`src/rtl/mc_controller.sv`:
```
// rtl/mc_controller.sv - multicycle processor control FSM with retired-instruction counter
module mc_controller #(
    parameter int WAIT_MEM = 1
) (
    input  logic        clk,
    input  logic        reset,
    input  logic [5:0]  op,
    input  logic        zero,
    input  logic        memready,
    output logic        iord,
    output logic        alusrca,
    output logic        irwrite,
    output logic        memwrite,
    output logic        regwrite,
    output logic        regdst,
    output logic        memtoreg,
    output logic        branch,
    output logic        pcwrite,
    output logic        zeroext,
    output logic        pcen,
    output logic [1:0]  alusrcb,
    output logic [1:0]  pcsrc,
    output logic [2:0]  aluop,
    output logic [3:0]  state,
    output logic [31:0] instret
);

    typedef enum logic [3:0] {
        S_FETCH   = 4'd0,
        S_DECODE  = 4'd1,
        S_MEMADR  = 4'd2,
        S_MEMRD   = 4'd3,
        S_MEMWB   = 4'd4,
        S_MEMWR   = 4'd5,
        S_RTYPEEX = 4'd6,
        S_ALUWB   = 4'd7,
        S_BEQEX   = 4'd8,
        S_ADDIEX  = 4'd9,
        S_ORIEX   = 4'd10,
        S_IMMWB   = 4'd11,
        S_JEX     = 4'd12
    } state_t;

    localparam logic [5:0] OP_LW   = 6'b100011;
    localparam logic [5:0] OP_SW   = 6'b101011;
    localparam logic [5:0] OP_RTYP = 6'b000000;
    localparam logic [5:0] OP_BEQ  = 6'b000100;
    localparam logic [5:0] OP_ADDI = 6'b001000;
    localparam logic [5:0] OP_ORI  = 6'b001101;
    localparam logic [5:0] OP_J    = 6'b000010;

    state_t cur_state;
    state_t nxt_state;
    logic   mem_ok;
    logic   retire;

    // With handshaking disabled every memory access completes in one cycle.
    assign mem_ok = (WAIT_MEM != 0) ? memready : 1'b1;

    // State register; reset returns to FETCH from anywhere.
    always_ff @(posedge clk or posedge reset) begin
        if (reset) begin
            cur_state <= S_FETCH;
        end else begin
            cur_state <= nxt_state;
        end
    end

    // Next-state and Moore decode of datapath controls.
    always_comb begin
        nxt_state = S_FETCH;
        iord      = 1'b0;
        alusrca   = 1'b0;
        irwrite   = 1'b0;
        memwrite  = 1'b0;
        regwrite  = 1'b0;
        regdst    = 1'b0;
        memtoreg  = 1'b0;
        branch    = 1'b0;
        pcwrite   = 1'b0;
        zeroext   = 1'b0;
        alusrcb   = 2'b00;
        pcsrc     = 2'b00;
        aluop     = 3'b000;
        case (cur_state)
            S_FETCH: begin
                alusrcb   = 2'b01;
                irwrite   = mem_ok;
                pcwrite   = mem_ok;
                nxt_state = mem_ok ? S_DECODE : S_FETCH;
            end
            S_DECODE: begin
                alusrcb = 2'b11;
                case (op)
                    OP_LW, OP_SW: nxt_state = S_MEMADR;
                    OP_RTYP:      nxt_state = S_RTYPEEX;
                    OP_BEQ:       nxt_state = S_BEQEX;
                    OP_ADDI:      nxt_state = S_ADDIEX;
                    OP_ORI:       nxt_state = S_ORIEX;
                    OP_J:         nxt_state = S_JEX;
                    default:      nxt_state = S_FETCH;
                endcase
            end
            S_MEMADR: begin
                alusrca   = 1'b1;
                alusrcb   = 2'b10;
                nxt_state = (op == OP_LW) ? S_MEMRD : S_MEMWR;
            end
            S_MEMRD: begin
                iord      = 1'b1;
                nxt_state = mem_ok ? S_MEMWB : S_MEMRD;
            end
            S_MEMWB: begin
                memtoreg  = 1'b1;
                regwrite  = 1'b1;
                nxt_state = S_FETCH;
            end
            S_MEMWR: begin
                iord      = 1'b1;
                memwrite  = 1'b1;
                nxt_state = mem_ok ? S_FETCH : S_MEMWR;
            end
            S_RTYPEEX: begin
                alusrca   = 1'b1;
                aluop     = 3'b011;
                nxt_state = S_ALUWB;
            end
            S_ALUWB: begin
                regdst    = 1'b1;
                regwrite  = 1'b1;
                nxt_state = S_FETCH;
            end
            S_BEQEX: begin
                alusrca   = 1'b1;
                aluop     = 3'b001;
                pcsrc     = 2'b01;
                branch    = 1'b1;
                nxt_state = S_FETCH;
            end
            S_ADDIEX: begin
                alusrca   = 1'b1;
                alusrcb   = 2'b10;
                nxt_state = S_IMMWB;
            end
            S_ORIEX: begin
                alusrca   = 1'b1;
                alusrcb   = 2'b10;
                aluop     = 3'b010;
                zeroext   = 1'b1;
                nxt_state = S_IMMWB;
            end
            S_IMMWB: begin
                regwrite  = 1'b1;
                nxt_state = S_FETCH;
            end
            S_JEX: begin
                pcsrc     = 2'b10;
                pcwrite   = 1'b1;
                nxt_state = S_FETCH;
            end
            default: nxt_state = S_FETCH;
        endcase
    end

    // An instruction retires only when a completing state hands back to FETCH.
    always_comb begin
        retire = 1'b0;
        if (nxt_state == S_FETCH) begin
            case (cur_state)
                S_MEMWB, S_MEMWR, S_ALUWB, S_BEQEX, S_IMMWB, S_JEX: retire = 1'b1;
                default: retire = 1'b0;
            endcase
        end
    end

    // Retired-instruction counter, wraps naturally at 2^32.
    always_ff @(posedge clk or posedge reset) begin
        if (reset) begin
            instret <= 32'd0;
        end else if (retire) begin
            instret <= instret + 32'd1;
        end
    end

    assign pcen  = pcwrite | (branch & zero);
    assign state = cur_state;

endmodule
```
`config.mk`:
```
export PLATFORM = sky130hd
export DESIGN_NAME = mc_controller
export DESIGN_NICKNAME = d
export VERILOG_FILES = /design/src/rtl/mc_controller.sv
export SDC_FILE = /design/constraint.sdc
export NUM_CORES = 1
export LEC_CHECK = 0
export ABC_AREA = 0
export CORE_MARGIN = 1.5
export CORE_UTILIZATION = 47
export CTS_CLUSTER_SIZE = 12
export DETAILED_ROUTE_END_ITERATION = 8
export GPL_TIMING_DRIVEN = 0
export PLACE_DENSITY_LB_ADDON = 0.25
export SYNTH_ARGS = -nofsm -noshare
export SYNTH_HDL_FRONTEND = slang
export SYNTH_SLANG_ARGS = --single-unit
```
`constraint.sdc`:
```
create_clock -name clk -period 2.57 [get_ports clk]
set_input_delay 0.514 -clock clk [delete_from_list [all_inputs] [get_ports clk]]
set_output_delay 0.514 -clock clk [all_outputs]
set_load 0.01 [all_outputs]
```
Yosys cells after proc, flatten, opt, wreduce, memory -nomap -nowiden
Index checks and enable logic that the tools add are counted.
Widths: inputs -> output; s select.
{"block": "totals", "in_bits": 10, "regBits": 36, "wordCells": 54, "output_inout_bits": 54}
{"block": "classes", "addsub": 1, "n_mux": 21, "n_reduce_logical": 10, "n_bitwise": 2, "n_eq_ne": 18}
{"cell": "$add 32x1->32 const B", "n": 1}
{"cell": "$pmux 4 s7", "n": 1}
{"cell": "$pmux 4 s6", "n": 1}
{"cell": "$eq 4x4->1 const B", "n": 5}
{"cell": "$eq 4x3->1 const B", "n": 4}
{"cell": "$eq 6x4->1 const B", "n": 2}
{"cell": "$eq 6x6->1 const B", "n": 2}
{"cell": "$mux 1", "n": 12}
{"cell": "$pmux 2 s3", "n": 2}
{"cell": "$mux 3", "n": 3}
{"cell": "$eq 4x2->1 const B", "n": 2}
{"cell": "$logic_not 4->1", "n": 2}
{"cell": "$eq 6x2->1 const B", "n": 1}
{"cell": "$eq 6x3->1 const B", "n": 1}
{"cell": "$logic_not 6->1", "n": 1}
{"cell": "$reduce_or 2->1", "n": 3}
{"cell": "$reduce_or 3->1", "n": 2}
{"cell": "$reduce_or 6->1", "n": 1}
{"cell": "$reduce_or 5->1", "n": 1}
{"cell": "$eq 4x1->1 const B", "n": 1}
{"cell": "$pmux 2 s2", "n": 1}
{"cell": "$pmux 1 s2", "n": 1}
{"cell": "$and 1x1->1", "n": 1}
{"cell": "$or 1x1->1", "n": 1}

Depth between registers and ports, before layout
{"block": "depth", "depth_word": 6, "mapped_depth": 8, "ltp_nobuf": 6}

Worst setup path before layout
Ideal clock, no wire load.
{"block": "synth_timing", "path_kind": "input -> register", "startpoint": "input port op[3]", "endpoint": "register instret[11]", "t_arrival_ns": 2.017, "path_buffers": 1, "t_required_ns": 2.444, "setup_slack_ns": 0.427, "setup_ns": 0.126, "stages": 6, "path_cell_list": "or2_1 o311a_1 or3b_1 buf_6 or3_1 xnor2_1"}
{"block": "synth_between", "elab_chain_cells": 6, "elab_cells_between_ends": 13, "classes_between": "6 x eq/ne; 4 x mux; 3 x reduce/logical"}
{"item": "from (decl)", "line": "7", "source": "input logic [5:0] op,"}
{"item": "$eq 6x6->1, on equally long branches", "line": "94, 107"}
{"item": "$reduce_or 2->1", "line": "94", "source": "case (op)"}
{"item": "$pmux 4 s6", "line": "94"}
{"item": "$pmux 4 s7 (*)", "line": "85", "source": "case (cur_state)"}
{"item": "$logic_not 4->1 (*)", "line": "168", "source": "if (nxt_state == S_FETCH) begin"}
{"item": "$mux 1 (*)", "line": "168"}
{"item": "to (signal assigned)", "line": "181", "source": "instret <= instret + 32'd1;"}
{"item": "to (decl)", "line": "25", "source": "output logic [31:0] instret"}
Every way passes the cells marked *; elsewhere a longest branch is shown, timed or not.
A chain may end at the register's enable or synchronous reset.

Worst setup path in the final report
{"block": "layout_timing", "startpoint": "register cur_state[1], in the netlist state[1]", "endpoint": "output port aluop[0]"}
{"block": "layout_between", "elab_chain_cells": 2, "elab_cells_between_ends": 4, "classes_between": "3 x eq/ne; 1 x mux"}
{"item": "from (decl)", "line": "52", "source": "state_t cur_state;"}
{"item": "from (signal assigned)", "line": "65", "source": "cur_state <= nxt_state;"}
{"item": "$eq 4x4->1 / $eq 4x3->1 (equally long branches)", "line": "85"}
{"item": "$pmux 2 s3 (*)", "line": "85"}
{"item": "to (decl)", "line": "23", "source": "output logic [2:0] aluop,"}
Marked as above.

==> results.cfg <==
[sta]
report.final.slew_viol_count = 0
finalSetupViolCount = 0
hold_viol = 0
period_minus_slack_ns = 2.48
worst_slack_ns = 0.0892
fmax_ghz = 0.403
fin_crit_sh = 0.965
fin_skew_ns = 0.00210
tightestPinTransition_ns = 0.736
slew-limit-headroom = 0.509
whs_ns = 0.486

[power_and_ir_drop]
p_clk_frac = 0.229
seq_power_share = 0.378
p_sw_w = 0.000628
sw_frac_of_total = 0.338
power_leakage_nw = 1.27
p_total_w = 0.00186
pwr-share-comb = 0.393
p_int_w = 0.00123
cellPowerDensity_mw_per_mm2 = 634
irDropWorstVdd_mv = 0.399

[global_route]
grt_pass1_vias = 1810
antenna_found_initial = 0
grt_pass1_wl_mm = 8.36
gr-total-overflow = 0
grt_use_total = 0.212
grt_start_max_net_pins = 37

[hold_path]
hp-start = instret[31]
hp-class = reg -> reg

[setup_path]
arrival_ns = 1.97
critPathKind = reg -> out
start_kind = flop
r2r_start = state[2]
cp_data_required_time_ns = 2.06
crit_path_end_kind = output pin
cp_slowest_cell = clkdlybuf4s50_1
cp_top_family = buffers and inverters
critPathMaxFanout = 10
crit_buf_inv = 3
path_common_cell = buf_4
worstPathCellList = buf_4 > buf_4 > mux2_2 > nor2_1 > clkdlybuf4s50_1
cpPeakStageDelay_ns = 0.53
crit_start = state[1]

[floorplan]
die_x_um = 70.1
ioPinCount = 64
die_h_um = 70.1
rows = 24
die-area_mm2 = 0.00491
core_area_mm2 = 0.00435
start_util = 0.486

[synthesis]
avgSynthCellArea_um2 = 9.20
synth_xor_xnor_area_share = 0.137
synthFlopType = dfrtp_1
muxShareOfSynthArea = 0.0160
synth_area_mm2 = 0.00212
seq_area_frac_synth = 0.426
ys_types = 48
synthArstFlopShare = 1.00
syn-num-nets = 241
yosysWarnings = 0
synth_simple_gate_area_frac = 0.285
synth-edff-count = 0
syn_inst = 230
synth_top_family_by_area = simple AND/OR/NAND/NOR gates
ys_ff_latch = 36
synthAdderAreaFrac = 0.00591
synth_compound_area_frac = 0.0822

[clock_tree]
clk_pin_slew_ns = 0.06
post_cts_buffers = 0
cts_buffers = 5
cts_root_buffer = clkbuf_8
h-tree-depth = 2
clk_latency_ns = 0.29
clock_path_buffers = 2
cts.sinks = 36
cts_tree = yes

[routing]
routed_via_density = 5.53
dr_total_vias = 1935
firstDrtPassIters = 4
route.detailed.drc = 0
wire_per_inst_um = 14.5
first_iter_violations = 88
wirelength_mm = 5.09
drt.antenna.violating_nets = 0

[layout]
area_growth_pct = 38.6
layout_commonest_cell = clkdlybuf4s50_1
final_cell_mix = 59 x clkdlybuf4s50_1, 34 x dfrtp_1, 18 x nor2_1
utilization = 0.673
design_area_mm2 = 0.00293
nets = 309
drive_above_1_share = 0.117
antennaDiodeCount = 0

[placement]
place_congestion = 0.761
io_buffers = 62
dpl_worst_slack_ns = -0.193
hpwl_mm = 3.58
dpl_cell_area_mm2 = 0.00280

[job]
drv_cap = 0

[outcome]
status = finished, final reports clean
-- per-stage QoR --
| step | setup TNS, ns | instances |
|---|---|---|
| final | 0 | 350 |
| after global routing | -0.00534 | 350 |
| after CTS | 0 | 350 |
| after detailed placement | -3.35 | 344 |
| after global placement | -2.58 | 344 |
| after floorplan | 0 | 230 |
-- routing by layer --
layer  up-vias  wire length, um  share of wire  global-route usage
met4         0               21         0.0041              0.0598
met1       927             2380           0.47               0.292
met3         2              283          0.056              0.0563
met2        56             2400           0.47               0.332
met5         -                0              0                   0
li1        950                -              -                   -
-- cell usage after synthesis (2+ instances only) --
| library cell | instances | area [um2] |
|---|---|---|
| dfrtp_1 | 36 | 901 |
| a21oi_1 | 7 | 35.0 |
| clkbuf_1 | 7 | 26.3 |
| and3_1 | 7 | 43.8 |
| nor4_1 | 5 | 31.3 |
| or2_2 | 2 | 12.5 |
| xor2_1 | 17 | 149 |
| nor2_1 | 19 | 71.3 |
| nor2b_1 | 2 | 12.5 |
| buf_2 | 4 | 20.0 |
| buf_6 | 2 | 22.5 |
| nand3_1 | 14 | 70.1 |
| mux2_2 | 3 | 33.8 |
| nand2_1 | 16 | 60.1 |
| xnor2_1 | 16 | 140 |
| nand2b_1 | 6 | 37.5 |
| o21ai_0 | 4 | 20.0 |
| o211ai_1 | 2 | 15.0 |
| nand4_1 | 13 | 81.3 |
| nor3_1 | 16 | 80.1 |
| o22ai_1 | 2 | 12.5 |
| buf_4 | 2 | 15.0 |
| inv_1 | 3 | 11.3 |
-- timing repair --
action	CTS	global route
hold buffers	0	0
setup endpoints to repair	11	10
resized for setup	7	11
-- power groups by stage --
stage          Combinational (W)  Sequential, W  Clock [W]
2_1_floorplan           0.000393       0.000705          0
3_3_place_gp            0.000708       0.000699          0
3_5_place_dp            0.000721       0.000702          0
4_1_cts                 0.000730       0.000698   0.000433
5_1_grt                 0.000792       0.000712   0.000447
6_report                0.000731       0.000703   0.000426
-- state kept, by name, summed over array words and instances, names as in the netlist --
| register | flops |
|---|---|
| instret | 32 |
| state | 4 |
-- final cells by class --
class | count | area, um2
well taps | 52 | 65.1
clock buffers | 7 | 96.3
plain buffers | 15 | 95.1
flip-flops and latches | 36 | 903
fillers | 355 | 1420
multi-input cells | 175 | 1140
repair buffers | 62 | 624
inverters | 3 | 11.3
-- cells by family after synthesis --
family / count (synthesis)
buf+inv: 19
fa+ha+maj: 1
flops: 36
simple gates: 112
compound gates: 25
xor+xnor: 33
other cells: 1
mux: 3
-- path summary, 6_finish.rpt --
check / end / slack [ns] / cells past startpoint
max: aluop[0] / 0.09 / 5
min: instret[31] / 0.49 / 1
max reg2reg: instret[24] / 0.27 / 6
min reg2reg: instret[31] / 0.49 / 1
max in group asynchronous: state[3] / 1.38 / 2
min in group asynchronous: instret[7] / 0.68 / 2
Power figures use the tool's default switching activity.
